--- src/rtl/audio_mem_sequencer_if.sv ---
`default_nettype none
// +--------------------------------------------------------------------+
// | audio_mem_sequencer_if: control, PDM and sample-memory bus         |
// | Rev 1.0                                                            |
// +--------------------------------------------------------------------+
interface audio_mem_sequencer_if #(
  parameter int ADDR_W = 17,
  parameter int DATA_W = 16
);
  logic              rec_start;
  logic              play_start;
  logic              abort;
  logic              rec_bank;
  logic              play_bank;
  logic              des_valid;
  logic [DATA_W-1:0] des_word;
  logic              ser_req;
  logic [DATA_W-1:0] ser_word;
  logic              ser_word_valid;
  logic [ADDR_W-1:0] mem_addr;
  logic [DATA_W-1:0] mem_din;
  logic              mem_we0;
  logic              mem_we1;
  logic [DATA_W-1:0] mem_dout0;
  logic [DATA_W-1:0] mem_dout1;
  logic              recording;
  logic              playing;
  logic              done;
  logic              underrun;

  modport slave (
    input  rec_start, play_start, abort, rec_bank, play_bank,
    input  des_valid, des_word, ser_req, mem_dout0, mem_dout1,
    output ser_word, ser_word_valid, mem_addr, mem_din, mem_we0, mem_we1,
    output recording, playing, done, underrun
  );

  modport master (
    output rec_start, play_start, abort, rec_bank, play_bank,
    output des_valid, des_word, ser_req, mem_dout0, mem_dout1,
    input  ser_word, ser_word_valid, mem_addr, mem_din, mem_we0, mem_we1,
    input  recording, playing, done, underrun
  );
endinterface
`default_nettype wire

--- src/rtl/audio_mem_sequencer.sv ---
`default_nettype none
// +--------------------------------------------------------------------+
// | audio_mem_sequencer: record/playback sequencer for two sample banks |
// | Rev 1.0                                                            |
// +--------------------------------------------------------------------+
module audio_mem_sequencer #(
  parameter int ADDR_W    = 17,
  parameter int DATA_W    = 16,
  parameter int MAX_WORDS = 125000
) (
  input  wire                  clock,
  input  wire                  reset,
  audio_mem_sequencer_if.slave bus
);
  // Counters and lengths carry one extra bit so a full bank of 2^ADDR_W words fits.
  localparam int               CNT_W       = ADDR_W + 1;
  localparam logic [CNT_W-1:0] c_max_words = CNT_W'(MAX_WORDS);
  localparam logic [CNT_W-1:0] c_last_word = CNT_W'(MAX_WORDS - 1);

  typedef enum logic [2:0] {
    S_IDLE       = 3'd0,
    S_REC        = 3'd1,
    S_PLAY_FETCH = 3'd2,
    S_PLAY_LOAD  = 3'd3,
    S_PLAY_HOLD  = 3'd4
  } state_t;

  state_t            state_q, state_d;
  logic [CNT_W-1:0]  addr_q, addr_d;
  logic [CNT_W-1:0]  len0_q, len0_d;
  logic [CNT_W-1:0]  len1_q, len1_d;
  logic              bank_q, bank_d;
  logic [DATA_W-1:0] ser_word_q, ser_word_d;
  logic              ser_word_valid_q, ser_word_valid_d;
  logic              done_q, done_d;
  logic              underrun_q, underrun_d;

  logic              w_playing;
  logic              w_wr;
  logic [CNT_W-1:0]  w_cur_len;
  logic [CNT_W-1:0]  w_play_len;

  assign w_playing  = (state_q == S_PLAY_FETCH) || (state_q == S_PLAY_LOAD) ||
                      (state_q == S_PLAY_HOLD);
  assign w_wr       = (state_q == S_REC) && bus.des_valid && !bus.abort;
  assign w_cur_len  = bank_q ? len1_q : len0_q;
  assign w_play_len = bus.play_bank ? len1_q : len0_q;

  always_ff @(posedge clock) begin
    if (reset) begin
      state_q          <= S_IDLE;
      addr_q           <= '0;
      len0_q           <= '0;
      len1_q           <= '0;
      bank_q           <= 1'b0;
      ser_word_q       <= '0;
      ser_word_valid_q <= 1'b0;
      done_q           <= 1'b0;
      underrun_q       <= 1'b0;
    end else begin
      state_q          <= state_d;
      addr_q           <= addr_d;
      len0_q           <= len0_d;
      len1_q           <= len1_d;
      bank_q           <= bank_d;
      ser_word_q       <= ser_word_d;
      ser_word_valid_q <= ser_word_valid_d;
      done_q           <= done_d;
      underrun_q       <= underrun_d;
    end
  end

  always_comb begin
    state_d          = state_q;
    addr_d           = addr_q;
    len0_d           = len0_q;
    len1_d           = len1_q;
    bank_d           = bank_q;
    ser_word_d       = ser_word_q;
    ser_word_valid_d = ser_word_valid_q;
    done_d           = 1'b0;
    underrun_d       = underrun_q;

    if (w_playing && bus.ser_req && !ser_word_valid_q) begin
      underrun_d = 1'b1;
    end

    case (state_q)
      S_IDLE: begin
        addr_d = '0;
        if (bus.rec_start) begin
          bank_d     = bus.rec_bank;
          underrun_d = 1'b0;
          state_d    = S_REC;
        end else if (bus.play_start) begin
          bank_d     = bus.play_bank;
          underrun_d = 1'b0;
          if (w_play_len == '0) begin
            done_d = 1'b1;
          end else begin
            state_d = S_PLAY_FETCH;
          end
        end
      end

      S_REC: begin
        if (bus.abort) begin
          if (bank_q) len1_d = addr_q;
          else        len0_d = addr_q;
          done_d  = 1'b1;
          addr_d  = '0;
          state_d = S_IDLE;
        end else if (bus.des_valid) begin
          if (addr_q == c_last_word) begin
            if (bank_q) len1_d = c_max_words;
            else        len0_d = c_max_words;
            done_d  = 1'b1;
            addr_d  = '0;
            state_d = S_IDLE;
          end else begin
            addr_d = addr_q + 1'b1;
          end
        end
      end

      S_PLAY_FETCH: begin
        state_d = S_PLAY_LOAD;
      end

      // Memory data for the address presented in FETCH is valid now.
      S_PLAY_LOAD: begin
        ser_word_d       = bank_q ? bus.mem_dout1 : bus.mem_dout0;
        ser_word_valid_d = 1'b1;
        addr_d           = addr_q + 1'b1;
        state_d          = S_PLAY_HOLD;
      end

      S_PLAY_HOLD: begin
        if (bus.ser_req) begin
          ser_word_valid_d = 1'b0;
          if (addr_q == w_cur_len) begin
            done_d     = 1'b1;
            ser_word_d = '0;
            addr_d     = '0;
            state_d    = S_IDLE;
          end else begin
            state_d = S_PLAY_FETCH;
          end
        end
      end

      default: begin
        state_d = S_IDLE;
      end
    endcase

    if (w_playing && bus.abort) begin
      done_d           = 1'b1;
      ser_word_d       = '0;
      ser_word_valid_d = 1'b0;
      addr_d           = '0;
      state_d          = S_IDLE;
    end
  end

  assign bus.mem_we0        = w_wr && !bank_q;
  assign bus.mem_we1        = w_wr && bank_q;
  assign bus.mem_addr       = (state_q == S_IDLE) ? '0 : addr_q[ADDR_W-1:0];
  assign bus.mem_din        = (state_q == S_REC) ? bus.des_word : '0;
  assign bus.ser_word       = ser_word_q;
  assign bus.ser_word_valid = ser_word_valid_q;
  assign bus.recording      = (state_q == S_REC);
  assign bus.playing        = w_playing;
  assign bus.done           = done_q;
  assign bus.underrun       = underrun_q;
endmodule
`default_nettype wire

--- src/flat_wrapper.sv ---
// flat-port wrapper written by rule: the top's interface ports become plain ports
module audio_mem_sequencer_flat 
#(
  parameter int ADDR_W    = 17,
  parameter int DATA_W    = 16,
  parameter int MAX_WORDS = 125000
)
  (clock, reset, bus_rec_start, bus_play_start, bus_abort, bus_rec_bank, bus_play_bank, bus_des_valid, bus_des_word, bus_ser_req, bus_mem_dout0, bus_mem_dout1, bus_ser_word, bus_ser_word_valid, bus_mem_addr, bus_mem_din, bus_mem_we0, bus_mem_we1, bus_recording, bus_playing, bus_done, bus_underrun);
  audio_mem_sequencer_if #(.ADDR_W(ADDR_W), .DATA_W(DATA_W)) bus_i ();
  input  wire clock;
  input  wire reset;
  input wire logic [$bits(bus_i.rec_start)-1:0] bus_rec_start;
  input wire logic [$bits(bus_i.play_start)-1:0] bus_play_start;
  input wire logic [$bits(bus_i.abort)-1:0] bus_abort;
  input wire logic [$bits(bus_i.rec_bank)-1:0] bus_rec_bank;
  input wire logic [$bits(bus_i.play_bank)-1:0] bus_play_bank;
  input wire logic [$bits(bus_i.des_valid)-1:0] bus_des_valid;
  input wire logic [$bits(bus_i.des_word)-1:0] bus_des_word;
  input wire logic [$bits(bus_i.ser_req)-1:0] bus_ser_req;
  input wire logic [$bits(bus_i.mem_dout0)-1:0] bus_mem_dout0;
  input wire logic [$bits(bus_i.mem_dout1)-1:0] bus_mem_dout1;
  output wire logic [$bits(bus_i.ser_word)-1:0] bus_ser_word;
  output wire logic [$bits(bus_i.ser_word_valid)-1:0] bus_ser_word_valid;
  output wire logic [$bits(bus_i.mem_addr)-1:0] bus_mem_addr;
  output wire logic [$bits(bus_i.mem_din)-1:0] bus_mem_din;
  output wire logic [$bits(bus_i.mem_we0)-1:0] bus_mem_we0;
  output wire logic [$bits(bus_i.mem_we1)-1:0] bus_mem_we1;
  output wire logic [$bits(bus_i.recording)-1:0] bus_recording;
  output wire logic [$bits(bus_i.playing)-1:0] bus_playing;
  output wire logic [$bits(bus_i.done)-1:0] bus_done;
  output wire logic [$bits(bus_i.underrun)-1:0] bus_underrun;
  assign bus_i.rec_start = bus_rec_start;
  assign bus_i.play_start = bus_play_start;
  assign bus_i.abort = bus_abort;
  assign bus_i.rec_bank = bus_rec_bank;
  assign bus_i.play_bank = bus_play_bank;
  assign bus_i.des_valid = bus_des_valid;
  assign bus_i.des_word = bus_des_word;
  assign bus_i.ser_req = bus_ser_req;
  assign bus_i.mem_dout0 = bus_mem_dout0;
  assign bus_i.mem_dout1 = bus_mem_dout1;
  assign bus_ser_word = bus_i.ser_word;
  assign bus_ser_word_valid = bus_i.ser_word_valid;
  assign bus_mem_addr = bus_i.mem_addr;
  assign bus_mem_din = bus_i.mem_din;
  assign bus_mem_we0 = bus_i.mem_we0;
  assign bus_mem_we1 = bus_i.mem_we1;
  assign bus_recording = bus_i.recording;
  assign bus_playing = bus_i.playing;
  assign bus_done = bus_i.done;
  assign bus_underrun = bus_i.underrun;
  audio_mem_sequencer #(.ADDR_W(ADDR_W), .DATA_W(DATA_W), .MAX_WORDS(MAX_WORDS)) u_core (.clock(clock), .reset(reset), .bus(bus_i));
endmodule
--- config.mk ---
export PLATFORM = sky130hd
export DESIGN_NAME = audio_mem_sequencer_flat
export DESIGN_NICKNAME = d
export VERILOG_FILES = /design/src/rtl/audio_mem_sequencer_if.sv /design/src/rtl/audio_mem_sequencer.sv /design/src/flat_wrapper.sv
export SDC_FILE = /design/constraint.sdc
export NUM_CORES = 1
export LEC_CHECK = 0
export CAP_MARGIN = 10
export CORE_ASPECT_RATIO = 0.5
export CORE_UTILIZATION = 30
export CTS_CLUSTER_DIAMETER = 80
export DETAILED_ROUTE_END_ITERATION = 7
export PLACE_DENSITY_LB_ADDON = 0.05
export SETUP_SLACK_MARGIN = 0.1
export SYNTH_ARGS = -nofsm -noshare
export SYNTH_HDL_FRONTEND = slang
export SYNTH_SLANG_ARGS = --single-unit
--- constraint.sdc ---
create_clock -name clock -period 3.7 [get_ports clock]
set_input_delay 0.74 -clock clock [delete_from_list [all_inputs] [get_ports clock]]
set_output_delay 0.74 -clock clock [all_outputs]
set_load 0.005 [all_outputs]
==> results of run 1 <==
[final timing paths]
| path | from | to | slack, ns | cells past startpoint |
|---|---|---|---|---|
| worst max-delay path | u_core.state_q[0] | bus_mem_din[0] | 0.73 | 5 |
| worst min-delay path | u_core.bus.ser_word_valid | u_core.bus.ser_word_valid | 0.47 | 2 |
| worst max register to register | u_core.bank_q | u_core.addr_q[0] | 0.95 | 7 |
| worst min register to register | u_core.bus.ser_word_valid | u_core.bus.ser_word_valid | 0.47 | 2 |
[metal layers]
metal,vias to the layer above,global-route usage,wire [um]
met2,110,0.287,6060
met5,-,0,0
met1,2065,0.246,7200
met3,11,0.0493,832
li1,2179,-,-
met4,0,0.0447,113
[cell type report]
type,count,share of cell area
clock inverters,4,0.0154
clock buffers,11,0.0409
well taps,198,0.0401
multi-input cells,429,0.447
inverters,7,0.00425
repair buffers,130,0.203
flip-flops and latches,77,0.249
[synthesized netlist by cell type (5+ instances only)]
cell type,n,share of area
buf_2,15,0.016
nand2_1,33,0.027
nand3_1,19,0.021
mux2i_1,62,0.14
nand4_1,6,0.0082
a21oi_1,40,0.044
o21ai_0,12,0.013
inv_1,7,0.0057
nor2b_1,23,0.031
buf_4,7,0.011
nor2_1,79,0.065
o211ai_1,16,0.026
a211oi_1,17,0.028
a31oi_1,5,0.0068
mux2_2,7,0.017
nor4_1,16,0.022
nor3_1,7,0.0077
clkbuf_1,25,0.021
xnor2_1,16,0.031
dfxtp_1,77,0.34
and2_1,28,0.038
[power by group through the flow]
| stage | combinational, uW | clock, uW | sequential [uW] |
|---|---|---|---|
| 6_report | 460 | 1050 | 885 |
| 4_1_cts | 467 | 1070 | 885 |
| 3_5_place_dp | 465 | 0 | 903 |
| 5_1_grt | 506 | 1100 | 888 |
| 3_3_place_gp | 467 | 0 | 903 |
| 2_1_floorplan | 291 | 0 | 881 |
[stage by stage]
step | cell area, sq um | std cells | hold slack [ns]
floorplan | 4570 | 564 | 0.465
global placement | 5840 | 841 | 0.462
detailed placement | 5840 | 841 | 0.470
CTS | 6180 | 856 | 0.478
global route | 6180 | 856 | 0.514
finish | 6180 | 856 | 0.473
[cells by family (layout without fill, tap and decap cells)]
logic type	count (synthesis)	count (layout)	synth area share
buffers and inverters	58	152	0.0607
and+or+nand+nor	232	232	0.257
muxes	69	69	0.153
DFF	77	77	0.337
xor gates and xnor gates	18	18	0.0345
adders and majority gates	1	1	0.00274
AOI/OAI and AO/OA	109	109	0.155
[worst reg2reg max path, delay by kind of cell, from the launching register on]
kind,cells,cell delay [ns]
AOI/OAI and AO/OA,2,0.92
muxes,1,0.22
and+or+nand+nor,2,0.55
buffers and inverters,1,0.24
xor gates and xnor gates,1,0.10
DFF,1,0.59
[sequential cells by signal, summed over array words and instances, names as in the netlist]
name                       flops
u_core.bus.ser_word_valid      1
u_core.len0_q                 18
u_core.bus.done                1
u_core.bus.ser_word           16
u_core.addr_q                 18
u_core.bank_q                  1
u_core.bus.underrun            1
u_core.state_q                 3
u_core.len1_q                 18
==> run metrics, run 1 <==
chip height=89.3 um; initial core utilization=0.312; reported net switching power=642 uW; utilization after layout=0.422; Flop pwr share=0.369; critical path type=reg -> out; pre-CTS WS=0.744 ns; synth unique cells=50; sequential area share after synthesis=0.337; pin count of the biggest net entering global routing=39; Tot GR Track Use=0.182; Post-CTS Setup Inserts=0; Clock Latency Late Sink=0.34 ns; antenna fix cells=0; crit path DAT=2.23 ns; CTS Buf Count=9; dpl hpwl=9960 um; most common cell after layout, fill and taps aside=clkdlybuf4s50_1; Final GP Congestion=0.797; Bufs and invs on worst path=3; CTS root buffer=clkbuf_16; most frequent cells in the layout=clkdlybuf4s50_1, nor2_1, dfxtp_1, mux2i_1, a21oi_1; RSZ-0062 raised after global routing=false; Slew HR=0.513; H-tree Lvls=3; gr ovfl total=0; final WL=14200 um; clk_skew=0.00477 ns; Comb pwr share=0.192; CP startpoint kind=flip-flop; mapped cell area=4570 sq um; CTS tree=yes; IO Count=113; max-slew violations=0; Tightest Pin Transition=0.731 ns; Synth Register Bits=77; number of enable flip-flop cells after synthesis=0; Synth Flop Type=dfxtp_1; DR DRC count=0; Min-Delay Path Class=reg -> reg; buffers added on ports=112; FFs w/ async S/R, synth=0; PD cells=387 nW/um^2; endpoint class of the critical path=primary output; critical path, cell by cell=nand3_1, buf_4, inv_1, and2_1, clkdlybuf4s50_1; vias in the first global route=4024; cell family with the largest share of critical-path delay=buffers and inverters; Max clock buf depth=2; Avg Cell Area, Syn=8.11 sq um; Vias/cell=5.10; die area=15800 sq um; Final WS setup=0.728 ns; Final Critical Period=2.97 ns; Tcrit/Tclk final=0.803; via count=4365; max frequency=336 MHz; Die Wd=177 um; Layout Nets=712; CTS Sinks=77; CTS clk-pin slew, worst paths=0.06 ns; layout cells sized above 1=0.0714; total power=2400 uW; Post-Syn Nets=622; Final Hold Vio Count=0; Detailed Route Iter0 Violations=183; post-route ant nets=0; first-pass GRT wire length=22000 um; Rows=31; Lkg Pwr=0.00211 uW; setup tns final=0 ns; status=completed; # fillers=1489; Synth Instances=564; clock network fraction of total power=0.439; # Max-Cap Violations=0; sw frac=0.268; Max VDD drop=0.215 mV; DRT Pass-1 Iters=4; synth-to-layout area growth=35.2%; Placeable Area=14700 sq um; Int Power=1750 uW; max incr delay on CP=0.55 ns; initial antenna violation count=0; wire per inst=16.6 um; # resized after CTS=0; multi-input logic area=2760 sq um; register area=1540 sq um; CP max stage cell=dfxtp_1; CP required=2.96 ns; Final Setup Violations=0; maximum fanout along the worst path=18; CTS Hold Bufs=0; Yosys warnings=0
No activity file was read; power rests on OpenSTA's default activity.
==> run 2, diff against run 1 <==
==> constraint.sdc (replaced) <==
create_clock -name clock -period 2.59 [get_ports clock]
set_input_delay 0.518 -clock clock [delete_from_list [all_inputs] [get_ports clock]]
set_output_delay 0.518 -clock clock [all_outputs]
set_load 0.005 [all_outputs]
==> run metrics, run 2 (synthesized netlist as in run 1, its figures left out) <==
status=completed; most common cell after layout, fill and taps aside=clkdlybuf4s50_1; r2r setup slk=0.28 ns; Rows=31; chip height=89.3 um; Post-CTS Setup Inserts=0; Max VDD drop=0.230 mV; buffers added on ports=112; Tightest Pin Transition=0.477 ns; largest registers=u_core.addr_q x18, u_core.len0_q x18, u_core.len1_q x18; IO Count=113; Detailed Route Iter0 Violations=275; CTS tree=yes; hold_sp=u_core.bus.ser_word_valid; first-pass GRT wire length=23200 um; PD cells=519 nW/um^2; R2R Path Start=u_core.bank_q; final WL=14300 um; CTS Hold Bufs=0; Flop pwr share=0.369; gr ovfl total=0; CTS root buffer=clkbuf_16; Layout Nets=745; Final WS setup=0.202 ns; Slew HR=0.679; clk_skew=0.0114 ns; antenna fix cells=0; worst-case reg-to-reg path depth=9; die area=15800 sq um; Final Critical Period=2.39 ns; reported net switching power=938 uW; setup tns final=0 ns; maximum fanout along the worst path=4; pre-CTS WS=0.0145 ns; CTS Buf Count=9; Placeable Area=14700 sq um; Min-Delay Path Class=reg -> reg; endpoint class of the critical path=primary output; Placed Instance Area=6110 sq um; critical path type=in -> out; dpl hpwl=10600 um; Lkg Pwr=0.00227 uW; via count=4500; max frequency=419 MHz; Critical Path End=bus_mem_we0; DR DRC count=0; Comb pwr share=0.227; RSZ-0062 raised after global routing=true; # Max-Cap Violations=0; H-tree Lvls=3; Int Power=2410 uW; clock network fraction of total power=0.404; Max clock buf depth=2; vias in the first global route=4248; utilization after layout=0.440; Final Setup Violations=0; DRT Pass-1 Iters=4; wire per inst=16.1 um; CTS clk-pin slew, worst paths=0.05 ns; Die Wd=177 um; post-route ant nets=0; crit path DAT=1.87 ns; Final GP Congestion=0.860; CP required=2.07 ns; CP startpoint kind=input pin; sw frac=0.280; Clock Latency Late Sink=0.34 ns; synth-to-layout area growth=41.2%; initial core utilization=0.312; layout cells sized above 1=0.123; worst setup path startpoint=bus_abort; pin count of the biggest net entering global routing=39; most frequent cells in the layout=clkdlybuf4s50_1, nor2_1, dfxtp_1, mux2i_1, buf_4; Vias/cell=5.06; Tot GR Track Use=0.190; Tcrit/Tclk final=0.922; reg2reg end=u_core.addr_q[1]; CTS Sinks=77; Final Hold Vio Count=0; initial antenna violation count=0; max-slew violations=0; post-route cell area=6460 sq um
-- run 2: changes by cell type in the layout (fill, tap and decap cells not counted), sizes merged --
cell,change
clkinvlp,+1
bufinv,-1
clkbuf,-2
buf,+33
clkinv,+2
-- run 2: power by group through the flow --
stage | Clock, uW | Sequential (uW) | Combinational, uW
2_1_floorplan | 0 | 1260 | 416
3_3_place_gp | 0 | 1260 | 755
3_5_place_dp | 0 | 1260 | 755
4_1_cts | 1390 | 1240 | 765
5_1_grt | 1450 | 1240 | 830
6_report | 1360 | 1240 | 760
-- run 2: timing repair --
item,CTS,global route
endpoints found under the hold margin,0,0
gates resized for setup,5,4
setup endpoints to repair,24,14
-- run 2: worst min-delay path by stage --
stage,to,slack [ns],cells after the start
after CTS,u_core.bus.ser_word_valid,0.48,2
after floorplan,u_core.bus.ser_word_valid,0.47,2
after global routing,u_core.bus.ser_word_valid,0.51,2
after detailed placement,u_core.bus.ser_word_valid,0.47,2
final,u_core.bus.ser_word_valid,0.47,2
after global placement,u_core.bus.ser_word_valid,0.47,2
-- run 2: critical path: stages --
cell,delay (ns)
clkdlybuf4s50_1,0.50
nor2_2,0.19
nand2_1,0.09
nor2_2,0.08
clkdlybuf4s50_1,0.50
-- run 2: area by class of cell --
class | instances | area [sq um]
inverter | 7 | 30.0
sequential | 77 | 1540
tap | 198 | 248
timing repair buffer | 163 | 1540
fill | 1516 | 8200
clock inverter | 6 | 87.6
multi-input combinational | 429 | 2790
clock buffer | 9 | 225
-- run 2: metal layers --
metal | wire [um] | vias to the layer above | part of all wire | global-route usage
li1 | - | 2243 | - | -
met2 | 6170 | 129 | 0.43 | 0.297
met3 | 854 | 14 | 0.060 | 0.0442
met4 | 144 | 0 | 0.010 | 0.0455
met1 | 7150 | 2114 | 0.50 | 0.264
met5 | 0 | - | 0 | 0
-- run 2: through the flow --
stage	hold WS (ns)	total power, uW	cells
2_1_floorplan	0.465	1670	564
3_3_place_gp	0.471	2020	874
3_5_place_dp	0.473	2020	874
4_1_cts	0.481	3390	889
5_1_grt	0.508	3520	889
6_report	0.473	3350	889
==> run 3, diff against run 2 <==
--- a/config.mk
+++ b/config.mk
@@ -7,7 +7,7 @@
 export LEC_CHECK = 0
 export CAP_MARGIN = 10
 export CORE_ASPECT_RATIO = 0.5
-export CORE_UTILIZATION = 30
+export CORE_UTILIZATION = 45
 export CTS_CLUSTER_DIAMETER = 80
 export DETAILED_ROUTE_END_ITERATION = 7
 export PLACE_DENSITY_LB_ADDON = 0.05
==> run metrics, run 3 (synthesized netlist as in run 1, its figures left out) <==
critical path, cell by cell=buf_4, buf_8, and3_1, clkdlybuf4s50_1; CTS Sinks=77; # fillers=828; largest registers=u_core.addr_q x18, u_core.len0_q x18, u_core.len1_q x18; first-pass GRT wire length=21300 um; pre-CTS WS=0.0295 ns; initial core utilization=0.473; gr ovfl total=0; post-route ant nets=0; # Max-Cap Violations=0; Max VDD drop=0.333 mV; post-route cell area=6350 sq um; cell family with the largest share of critical-path delay=buffers and inverters; Final Hold Vio Count=0; IO Count=113; Rows=25; Tot GR Track Use=0.264; crit path DAT=1.89 ns; CP max stage cell=clkdlybuf4s50_1; Placed Instance Area=5960 sq um; Layout Nets=737; pin count of the biggest net entering global routing=40; wire per inst=16.4 um; Final Critical Period=2.41 ns; die area=10600 sq um; PD cells=532 nW/um^2; placed insts=801; Vias/cell=5.55; clk_skew=0.00779 ns; Bufs and invs on worst path=3; Final GP Congestion=0.847; CP startpoint kind=flip-flop; DRT Pass-1 Iters=5; initial antenna violation count=0; Tcrit/Tclk final=0.929; synth-to-layout area growth=38.9%; dpl hpwl=9560 um; Clock Latency Late Sink=0.35 ns; Lkg Pwr=0.00223 uW; antenna fix cells=0; RSZ-0062 raised after global routing=true; CTS root buffer=clkbuf_16; max incr delay on CP=0.49 ns; Detailed Route Iter0 Violations=305; Tightest Pin Transition=0.513 ns; Placeable Area=9670 sq um; layout cells sized above 1=0.117; multi-input logic area=2790 sq um; maximum fanout along the worst path=21; critical path type=reg -> out; most frequent cells in the layout=clkdlybuf4s50_1, nor2_1, dfxtp_1, mux2i_1, a21oi_1; buffers added on ports=112; endpoint class of the critical path=primary output; CTS Buf Count=9; utilization after layout=0.657; Max clock buf depth=2; CTS tree=yes; final WL=13400 um; Min-Delay Path Class=reg -> reg; vias in the first global route=4102; Die Wd=145 um; CTS clk-pin slew, worst paths=0.06 ns; Final WS setup=0.185 ns; via count=4545; DR DRC count=0; Non-Filler Instances=819; Final Setup Violations=0; setup tns final=0 ns; max-slew violations=0; chip height=73.3 um; CP required=2.07 ns; status=completed; Slew HR=0.655; max frequency=416 MHz; register area=1550 sq um; most common cell after layout, fill and taps aside=clkdlybuf4s50_1; H-tree Lvls=3
[run 3: cell count changes in the layout (fill, tap and decap cells not counted), sizes merged]
cell / previous run / this run
inv: 7 / 6
clkinvlp: 1 / 3
clkbuf: 9 / 10
buf: 51 / 42
[run 3: worst paths after layout]
path	startpoint	end	slack (ns)	cells past startpoint
setup / recovery	u_core.bank_q	bus_mem_we1	0.18	4
hold / removal	u_core.bus.ser_word_valid	u_core.bus.ser_word_valid	0.47	2
setup reg to reg	u_core.bank_q	u_core.addr_q[1]	0.28	9
hold reg to reg	u_core.bus.ser_word_valid	u_core.bus.ser_word_valid	0.47	2
[run 3: cell type report]
cell class                      instances  share of cell area
Clock buffer                           10              0.0376
Clock inverter                          6              0.0136
Inverter                                7             0.00473
Multi-Input combinational cell        429               0.440
Sequential cell                        77               0.243
Tap cell                              135              0.0266
Timing Repair Buffer                  154               0.233
Timing Repair inverter                  1             0.00118
[run 3: timing repair]
item / in CTS / in global routing
hold buffers: 0 / 0
cloned: 1 / 0
setup buffers: 0 / 1
pin swaps: 0 / 1
setup endpoints to repair: 18 / 12
gates resized for setup: 8 / 5
[run 3: power by group]
part / switching, uW / internal, uW
clock network: 511 / 868
registers: 32.6 / 1220
logic: 393 / 360
total: 937 / 2440
[run 3: metrics by stage]
| step | power, uW | hold WS [ns] |
|---|---|---|
| after floorplan | 1670 | 0.465 |
| after global placement | 1990 | 0.464 |
| after detailed placement | 1990 | 0.466 |
| after CTS | 3380 | 0.477 |
| after global routing | 3520 | 0.505 |
| final | 3380 | 0.474 |
[run 3: per-layer routing]
layer	routed length, um	track usage
met3	1060	0.0841
met1	6390	0.358
met4	93	0.0573
met5	0	0
met2	5850	0.410
[run 3: tightest hold or removal path, stage by stage (launching register included)]
cell and delay [ns]:
dfxtp_1 0.32, nand2_1 0.06, a21oi_1 0.05
